==> config.mk <==
export PLATFORM = sky130hd
export DESIGN_NAME = scan_sequencer_flat
export DESIGN_NICKNAME = d
export VERILOG_FILES = /design/src/rtl/scan_sequencer_pkg.sv /design/src/rtl/scan_sequencer_if.sv /design/src/rtl/scan_next_ch.sv /design/src/rtl/scan_sequencer.sv /design/src/flat_wrapper.sv
export SDC_FILE = /design/constraint.sdc
export NUM_CORES = 1
export LEC_CHECK = 0
export CAP_MARGIN = 15
export CORE_ASPECT_RATIO = 0.75
export CORE_MARGIN = 8
export CORE_UTILIZATION = 60
export DETAILED_ROUTE_END_ITERATION = 8
export PLACE_DENSITY_LB_ADDON = 0.15
export SYNTH_ARGS = -nofsm -noshare
export SYNTH_HDL_FRONTEND = slang
export SYNTH_SLANG_ARGS = --single-unit
==> constraint.sdc <==
create_clock -name clk -period 9.5 [get_ports clk]
set_input_delay 2.85 -clock clk [delete_from_list [all_inputs] [get_ports clk]]
set_output_delay 2.85 -clock clk [all_outputs]
set_load 0.02 [all_outputs]
==> src/rtl/scan_sequencer_pkg.sv <==
// Shared definitions for the scan sequencer: channel count, index width
// and the FSM state encoding used by the top level.
package scan_sequencer_pkg;
  localparam int NUM_CH = 8;
  localparam int IDX_W  = 3;

  typedef enum logic [1:0] {
    ST_IDLE  = 2'd0,
    ST_DWELL = 2'd1,
    ST_BLANK = 2'd2
  } state_t;
endpackage

==> src/rtl/scan_sequencer_if.sv <==
// Control/status bundle between a scan controller and the scan sequencer.
//   start, stop, one_shot : scan control (master -> slave)
//   ch_mask               : channel enables, bit i = channel i
//   dwell                 : cycles sel_en stays high per channel (0 acts as 1)
//   sel, sel_en           : decoder index and enable (slave -> master)
//   busy, frame_done      : status (slave -> master)
interface scan_sequencer_if #(
  parameter int DWELL_W = 16
);
  import scan_sequencer_pkg::*;

  logic                start;
  logic                stop;
  logic                one_shot;
  logic [NUM_CH-1:0]   ch_mask;
  logic [DWELL_W-1:0]  dwell;
  logic [IDX_W-1:0]    sel;
  logic                sel_en;
  logic                busy;
  logic                frame_done;

  modport master (
    output start, stop, one_shot, ch_mask, dwell,
    input  sel, sel_en, busy, frame_done
  );

  modport slave (
    input  start, stop, one_shot, ch_mask, dwell,
    output sel, sel_en, busy, frame_done
  );
endinterface

==> src/rtl/scan_next_ch.sv <==
// Rotating-priority search for the next enabled channel strictly above cur,
// wrapping around. With cur = 7 the result is the lowest set bit.
//   cur     : current channel index
//   mask    : channel enables
//   nxt     : next enabled channel (cur when mask is empty)
//   wrapped : nxt is not above cur, i.e. the frame has wrapped
//   none    : mask is empty
module scan_next_ch
  import scan_sequencer_pkg::*;
(
  input  logic [IDX_W-1:0]  cur,
  input  logic [NUM_CH-1:0] mask,
  output logic [IDX_W-1:0]  nxt,
  output logic              wrapped,
  output logic              none
);
  logic [IDX_W-1:0] idx;

  // Walk from the farthest offset to the nearest so the nearest set bit wins.
  // Offset NUM_CH truncates to cur itself, covering the single-channel case.
  always_comb begin
    // NOTE: every output of a combinational block gets a default first so no latch is inferred.
    nxt = cur;
    idx = '0;
    for (int i = NUM_CH; i >= 1; i--) begin
      idx = cur + IDX_W'(i);
      if (mask[idx]) nxt = idx;
    end
  end

  assign none    = (mask == '0);
  assign wrapped = (nxt <= cur);
endmodule

==> src/rtl/scan_sequencer.sv <==
// Timed channel scanner feeding a 3-to-8 decoder. Dwells on each enabled
// channel for a programmable number of cycles, blanks sel_en between
// channels, and either loops or stops after one frame.
//   clk, rst_n : clock, asynchronous active-low reset
//   bus        : slave side of scan_sequencer_if (control in, sel/status out)
// All outputs come straight from registers.
module scan_sequencer
  import scan_sequencer_pkg::*;
#(
  parameter int DWELL_W      = 16,
  parameter int BLANK_CYCLES = 2
) (
  input  logic               clk,
  input  logic               rst_n,
  scan_sequencer_if.slave    bus
);
  localparam int  BW        = (BLANK_CYCLES > 0) ? $clog2(BLANK_CYCLES + 1) : 1;
  localparam bit  HAS_BLANK = (BLANK_CYCLES > 0);

  state_t             state_q, state_d;
  logic [IDX_W-1:0]   sel_q, sel_d;
  logic [IDX_W-1:0]   pend_q, pend_d;       // channel to show after blanking
  logic               sel_en_q, sel_en_d;
  logic               busy_q, busy_d;
  logic               frame_done_q, frame_done_d;
  logic               one_shot_q, one_shot_d;
  logic [DWELL_W-1:0] dwell_lat_q, dwell_lat_d;
  logic [DWELL_W-1:0] dwell_cnt_q, dwell_cnt_d;
  logic [BW-1:0]      blank_cnt_q, blank_cnt_d;

  logic [IDX_W-1:0]   search_cur;
  logic [IDX_W-1:0]   nxt;
  logic               wrapped;
  logic               none;

  function automatic logic [DWELL_W-1:0] eff_dwell(input logic [DWELL_W-1:0] d);
    return (d == '0) ? DWELL_W'(1) : d;
  endfunction

  // In IDLE, searching above the top channel yields the lowest enabled one.
  assign search_cur = (state_q == ST_IDLE) ? IDX_W'(NUM_CH - 1) : sel_q;

  scan_next_ch u_next (
    .cur     (search_cur),
    .mask    (bus.ch_mask),
    .nxt     (nxt),
    .wrapped (wrapped),
    .none    (none)
  );

  always_comb begin
    state_d      = state_q;
    sel_d        = sel_q;
    pend_d       = pend_q;
    sel_en_d     = sel_en_q;
    busy_d       = busy_q;
    frame_done_d = 1'b0;
    one_shot_d   = one_shot_q;
    dwell_lat_d  = dwell_lat_q;
    dwell_cnt_d  = dwell_cnt_q;
    blank_cnt_d  = blank_cnt_q;

    if (bus.stop) begin
      state_d  = ST_IDLE;
      sel_en_d = 1'b0;
      busy_d   = 1'b0;
    end else begin
      unique case (state_q)
        ST_IDLE: begin
          if (bus.start && !none) begin
            state_d     = ST_DWELL;
            sel_d       = nxt;
            sel_en_d    = 1'b1;
            busy_d      = 1'b1;
            one_shot_d  = bus.one_shot;
            dwell_lat_d = eff_dwell(bus.dwell);
            dwell_cnt_d = eff_dwell(bus.dwell) - DWELL_W'(1);
          end
        end

        ST_DWELL: begin
          if (dwell_cnt_q != '0) begin
            dwell_cnt_d = dwell_cnt_q - DWELL_W'(1);
          end else if (none) begin
            state_d  = ST_IDLE;
            sel_en_d = 1'b0;
            busy_d   = 1'b0;
          end else begin
            frame_done_d = wrapped;
            // A new dwell only takes effect at a frame boundary.
            if (wrapped) dwell_lat_d = eff_dwell(bus.dwell);
            if (wrapped && one_shot_q) begin
              state_d  = ST_IDLE;
              sel_en_d = 1'b0;
              busy_d   = 1'b0;
            end else if (HAS_BLANK) begin
              state_d     = ST_BLANK;
              sel_en_d    = 1'b0;
              pend_d      = nxt;
              blank_cnt_d = BW'(BLANK_CYCLES - 1);
            end else begin
              sel_d       = nxt;
              dwell_cnt_d = dwell_lat_d - DWELL_W'(1);
            end
          end
        end

        ST_BLANK: begin
          if (blank_cnt_q != '0) begin
            blank_cnt_d = blank_cnt_q - BW'(1);
          end else begin
            state_d     = ST_DWELL;
            sel_d       = pend_q;
            sel_en_d    = 1'b1;
            dwell_cnt_d = dwell_lat_q - DWELL_W'(1);
          end
        end

        default: begin
          state_d  = ST_IDLE;
          sel_en_d = 1'b0;
          busy_d   = 1'b0;
        end
      endcase
    end
  end

  // NOTE: sequential state uses non-blocking assignments so all registers update together at the edge.
  always_ff @(posedge clk or negedge rst_n) begin
    if (!rst_n) begin
      state_q      <= ST_IDLE;
      sel_q        <= '0;
      pend_q       <= '0;
      sel_en_q     <= 1'b0;
      busy_q       <= 1'b0;
      frame_done_q <= 1'b0;
      one_shot_q   <= 1'b0;
      dwell_lat_q  <= '0;
      dwell_cnt_q  <= '0;
      blank_cnt_q  <= '0;
    end else begin
      state_q      <= state_d;
      sel_q        <= sel_d;
      pend_q       <= pend_d;
      sel_en_q     <= sel_en_d;
      busy_q       <= busy_d;
      frame_done_q <= frame_done_d;
      one_shot_q   <= one_shot_d;
      dwell_lat_q  <= dwell_lat_d;
      dwell_cnt_q  <= dwell_cnt_d;
      blank_cnt_q  <= blank_cnt_d;
    end
  end

  assign bus.sel        = sel_q;
  assign bus.sel_en     = sel_en_q;
  assign bus.busy       = busy_q;
  assign bus.frame_done = frame_done_q;
endmodule
==> src/flat_wrapper.sv <==
// flat-port wrapper written by rule: the top's interface ports become plain ports
module scan_sequencer_flat import scan_sequencer_pkg::*;
#(
  parameter int DWELL_W      = 16,
  parameter int BLANK_CYCLES = 2
)
  (clk, rst_n, bus_start, bus_stop, bus_one_shot, bus_ch_mask, bus_dwell, bus_sel, bus_sel_en, bus_busy, bus_frame_done);
  scan_sequencer_if #(.DWELL_W(DWELL_W)) bus_i ();
  input  logic clk;
  input  logic rst_n;
  input wire logic [$bits(bus_i.start)-1:0] bus_start;
  input wire logic [$bits(bus_i.stop)-1:0] bus_stop;
  input wire logic [$bits(bus_i.one_shot)-1:0] bus_one_shot;
  input wire logic [$bits(bus_i.ch_mask)-1:0] bus_ch_mask;
  input wire logic [$bits(bus_i.dwell)-1:0] bus_dwell;
  output wire logic [$bits(bus_i.sel)-1:0] bus_sel;
  output wire logic [$bits(bus_i.sel_en)-1:0] bus_sel_en;
  output wire logic [$bits(bus_i.busy)-1:0] bus_busy;
  output wire logic [$bits(bus_i.frame_done)-1:0] bus_frame_done;
  assign bus_i.start = bus_start;
  assign bus_i.stop = bus_stop;
  assign bus_i.one_shot = bus_one_shot;
  assign bus_i.ch_mask = bus_ch_mask;
  assign bus_i.dwell = bus_dwell;
  assign bus_sel = bus_i.sel;
  assign bus_sel_en = bus_i.sel_en;
  assign bus_busy = bus_i.busy;
  assign bus_frame_done = bus_i.frame_done;
  scan_sequencer #(.DWELL_W(DWELL_W), .BLANK_CYCLES(BLANK_CYCLES)) u_core (.clk(clk), .rst_n(rst_n), .bus(bus_i));
endmodule
After elaboration in Yosys (flattened, before gate mapping) --
Index checks and enable logic that the tools add are counted.
Storage, ports and cells: logic and storage cells 129, register bits 46, output and inout bits 6
Cells by class: mux-type cells 61, bitwise logic cells 4, add/subtract/negate cells 11, reductions and logical operators 20, magnitude comparators 8, equal/unequal tests 15
Operator list (number):
- $mux 16 | 8
- $pmux 16 s3 | 1
- $sub 16x1->16 const B | 3
- $pmux 16 s2 | 1
- $mux 3 | 10
- $lt 3x4->1 const B | 7
- $bmux 1 s3 | 7
- $mux 2 | 10
- $mux 1 | 19
- $logic_not 16->1 | 1
- $reduce_bool 16->1 | 1
- $add 3x3->3 const B | 4
- $ne 2x2->1 const B | 6
- $reduce_and 6->1 | 2
- $reduce_and 5->1 | 2
- $ne 3x3->1 const B | 3
- $logic_not 8->1 | 1
- $reduce_and 4->1 | 2
- $reduce_bool 2->1 | 4
- $add 3x2->3 const B | 2
- $ne 2x1->1 const B | 3
- $pmux 1 s3 | 2
- $pmux 2 s3 | 1
- $pmux 3 s2 | 1
- 13 further kinds | 18

Logic depth before layout (Yosys ltp) --
depth after elaboration 19, gate-level depth with buffers 22, depth with buffers taken out 19

Hierarchy --
A second synthesis with hierarchy kept.
Second synthesis, totals: cells, all modules 353, area, all modules 3602.2 um2
By module, submodules not included:
- scan_sequencer | times used 1, cells an instance 255, seq. area each 1126.1 um2, area each 2745.1 um2
- scan_next_ch | times used 1, cells an instance 98, seq. area each 0.0 um2, area each 857.1 um2

Least setup slack after synthesis --
No wires, ideal clock.
kind input to register, start point input port bus_ch_mask[1], end point register u_core.dwell_lat_q[10], setup slack 3.357 ns, cell stages on the path 15, data required time 9.375 ns, buffers on the path 2, data arrival time 6.018 ns, setup time 0.125 ns, cell sequence clkbuf_1 -> mux2_2 -> a32o_1 -> a311oi_1 -> o21ai_0 -> o21ai_0 -> a31oi_1 -> a21o_1 -> ha_1 -> a21o_1 -> a21o_1 -> o21ai_0 -> o211ai_4 -> buf_12 -> mux2_4
On the way: longest elaborated chain between the ends 12, elaborated cells on any way between the ends 29, those cells by class order compare (1); eq/ne (3); mux (21); reduce/logical (4)
RTL lines:
- start: declaration | line flat_wrapper.sv:14 | input wire logic [$bits(bus_i.ch_mask)-1:0] bus_ch_mask;
- $bmux 1 s3 | line scan_next_ch.sv:27 | if (mask[idx]) nxt = idx;
- $mux 1 (implied by the code) | line scan_next_ch.sv:27
- $mux 3 (6 in a row) | line scan_next_ch.sv:27
- $mux 3 (*) | line scan_next_ch.sv:27
- via u_core.nxt[1] | line scan_sequencer.sv:32 | logic [IDX_W-1:0] nxt;
- $le 3x3->1 (*) | line scan_next_ch.sv:32 | assign wrapped = (nxt <= cur);
- $ne 2x1->1 (no line) (*)
- $reduce_and 6->1 (no line) (*)
- end signal: assignment | line scan_sequencer.sv:149 | dwell_lat_q <= dwell_lat_d;
- end: declaration | line scan_sequencer.sv:27 | logic [DWELL_W-1:0] dwell_lat_q, dwell_lat_d;
Mark *: on every way through the listed nets, which the timed path passes. The rest lies on a longest branch. The select of a mux whose other input is x is not followed. A chain may end at the register's enable or synchronous reset.

Worst setup path in the final report --
start point input port bus_ch_mask[5], end point register u_core.dwell_lat_q[4]
The elaborated chain is that of the path after synthesis.

==> results by group <==
Run status
  – Status: finished clean

Global routing
  – Vias in the first global route: 3115
  – GRT Residual Overflow: 0
  – All-Layer GR Usage: 0.221
  – Largest net degree at the start of global routing: 46
  – Antenna violations before repair: 0
  – First-pass GRT wire length: 16.1 mm

Power
  – Lkg Pwr: 1.66 nW
  – Sequential share of power: 0.218
  – Clock Power Share: 0.072
  – Internal Power: 0.000844 W
  – Worst IR Drop VDD: 0.227 mV
  – Sw frac: 0.501
  – Combinational share of power: 0.709
  – Power density cells: 417 mW/mm^2
  – Psw: 0.000847 W

Timing
  – RSZ-0062 raised after global routing: no
  – Slew Viols, Final: 0
  – Setup TNS: 0 ns
  – Slew headroom: 0.347
  – Worst Skew: 0.00885 ns
  – Final hold violations: 0
  – Least-Margin Pin Slew: 0.980 ns
  – Fin crit share: 0.716
  – Endpoints failing setup: 0
  – Fmax: 147 MHz
  – Final min period: 6.80 ns
  – Hold WS: 0.515 ns

Critical path
  – R2r endpoint: u_core.dwell_lat_q[4]
  – CP max-delay cell: o211ai_4
  – R2r setup slk: 3.79 ns
  – CP Max Fanout: 16
  – Crit. End Element: flip-flop
  – Bufs and invs on worst path: 1
  – Crit Path Class: in2reg
  – Family with the most delay on the worst path: compound AO/OA/AOI/OAI gates
  – Critical Path Max Stage Delay: 0.65 ns
  – CP Data Arrival Time: 6.99 ns
  – Crit path launch type: primary input
  – Critical path required time: 9.69 ns
  – CP cell instances: clkdlybuf4s50_1, nor3b_1, or2_2, mux4_2, or2_2, a22o_1, o21ai_0, nand3_1, ha_1, a21o_1, o21ai_0, o211ai_4, mux2_2
  – Reg2Reg Launch Point: u_core.state_q[0]
  – R2r worst-path depth: 17

Routing
  – Drt drc: 0
  – Post-route ant nets: 0
  – Final wirelength: 9.56 mm
  – Vias: 3257
  – Initial DRT Pass Iterations: 5
  – WL/cell: 19.0 um
  – Initial drt markers: 275
  – Vias/cell: 6.49

Synthesis
  – Post-synthesis sequential area ratio: 0.309
  – Main synth FF type: dfrtp_1
  – Mapped Nets: 443
  – Mapped Area: 0.00364 mm^2
  – Area share of the largest cell type after synthesis: 0.309
  – Ys async rst share: 1.00
  – Ys Warns: 0
  – Area leader, netlist: dfrtp_1
  – Synthesized area per cell: 9.02 um^2
  – Post-synth top cells: 45 x dfrtp_1, 42 x nand2_1, 36 x o21ai_0
  – Syn Inst Count: 404
  – Synth top area cells: dfrtp_1 31%, mux2_2 6.5%, o21ai_0 4.9%, mux2i_1 4.7%, nand2_1 4.3%
  – Yosys cell types: 60
  – Most common cell in the netlist: dfrtp_1
  – Synthesized flop and latch total: 45
  – Post-synth EDFFs: 0

Floorplan
  – Core Rows: 24
  – Chip width: 106 um
  – Area of the die: 0.00885 mm^2
  – Initial cell density of the core: 0.625
  – Core area: 0.00583 mm^2
  – Top Ports: 35
  – DIE HEIGHT: 83.5 um

Layout
  – Layout cells sized above 1: 0.137
  – Nets: 462
  – N_diodes: 0
  – Area delta synth->final: 11.3%

Clock network
  – Maximum level of the CTS H-tree: 2
  – Root buffer cell: clkbuf_8
  – Clk pin slew, worst setup/hold paths: 0.09 ns
  – CTS tree: yes
  – Postcts setup bufs: 0
  – Hold_buf cts: 0
  – Worst-Skew Late Latency: 0.30 ns
  – Post-cts repair resize count: 0
  – Cts bufs inserted: 5
  – TritonCTS Sinks: 45
  – Worst-case clock buffer depth: 2

Place
  – GPL Wtd Cong: 0.940
  – Detailed Place HPWL: 7.23 mm
  – Port bufs: 34

Hold path
  – Hold EP: u_core.pend_q[2]
  – HP Start: u_core.pend_q[2]
  – Worst Hold Class: reg2reg
  – Hold path cells: 1

Job
  – Max_cap viols: 0
## state kept, by name, summed over array words and instances (netlist names)
name / count
u_core.blank_cnt_q: 2
u_core.bus.frame_done: 1
u_core.one_shot_q: 1
u_core.dwell_cnt_q: 16
u_core.pend_q: 3
u_core.bus.sel: 3
u_core.bus.busy: 1
u_core.state_q: 2
u_core.dwell_lat_q: 16
## per-layer routing
layer	wire length, um	track usage	share of wire	up-vias
li1	-	-	-	1538
met5	0	0	0	-
met1	4680	0.338	0.49	1565
met2	4040	0.305	0.42	143
met3	778	0.0540	0.081	11
met4	62	0.0344	0.0065	0
## final cells by class
| class | count | area [um^2] |
|---|---|---|
| clock inverters | 3 | 21.3 |
| well taps | 78 | 97.6 |
| flip-flops and latches | 45 | 1130 |
| multi-input cells | 322 | 2330 |
| repair buffers | 38 | 365 |
| clock buffers | 5 | 68.8 |
| inverters | 11 | 41.3 |
| fillers | 466 | 1770 |
## cells by family after synthesis
family,Yosys count,synth area share
buffers and inverters,37,0.0498
XOR/XNOR,16,0.0385
adder cells (fa/ha/maj),10,0.0344
AO/OA/AOI/OAI,114,0.214
AND/OR/NAND/NOR,130,0.175
flip-flops,45,0.309
multiplexers,52,0.180
## power groups by stage
stage               clock network, W  logic (W)  registers (W)
floorplan                          0   0.000961       0.000336
global placement                   0    0.00114       0.000366
detailed placement                 0    0.00117       0.000369
CTS                         0.000123    0.00118       0.000366
global route                0.000133    0.00132       0.000383
finish                      0.000122    0.00120       0.000369
## metrics by stage
step / utilization / area [um^2] / setup slack (ns) / total power [W] / instances
2_1_floorplan: - / 3640 / 3.36 / 0.00130 / 404
3_3_place_gp: 0.681 / 3970 / 2.53 / 0.00151 / 494
3_5_place_dp: 0.681 / 3970 / 2.42 / 0.00154 / 494
4_1_cts: 0.696 / 4060 / 2.74 / 0.00167 / 502
5_1_grt: 0.696 / 4060 / 2.41 / 0.00184 / 502
6_report: 0.696 / 4060 / 2.70 / 0.00169 / 502
## cell usage in the layout (no fill, tap or decap), types with 5 or more instances in the layout
master and count:
mux2_4 9, a22oi_1 11, nand2_1 42, clkbuf_8 5
a211oi_1 7, nor3_1 6, nor4_1 7, nor2b_1 8
clkdlybuf4s50_1 33, a21oi_1 19, xor2_1 7, o21ai_0 36
nand3_1 6, xnor2_1 9, a22o_1 8, mux4_2 5
nor2_1 35, ha_1 10, mux2i_1 17, mux2_2 21
inv_1 9, dfrtp_1 45
## how the worst max path moves through the flow
stage,depth (start not counted),start,end
2_1_floorplan,15,bus_ch_mask[1],u_core.dwell_lat_q[10]
3_3_place_gp,13,bus_ch_mask[5],u_core.dwell_lat_q[6]
3_5_place_dp,13,bus_ch_mask[5],u_core.dwell_lat_q[4]
4_1_cts,13,bus_ch_mask[5],u_core.dwell_lat_q[2]
5_1_grt,14,bus_ch_mask[1],u_core.dwell_lat_q[3]
6_report,13,bus_ch_mask[5],u_core.dwell_lat_q[4]
Note: power is estimated with default switching activity, not from simulation.
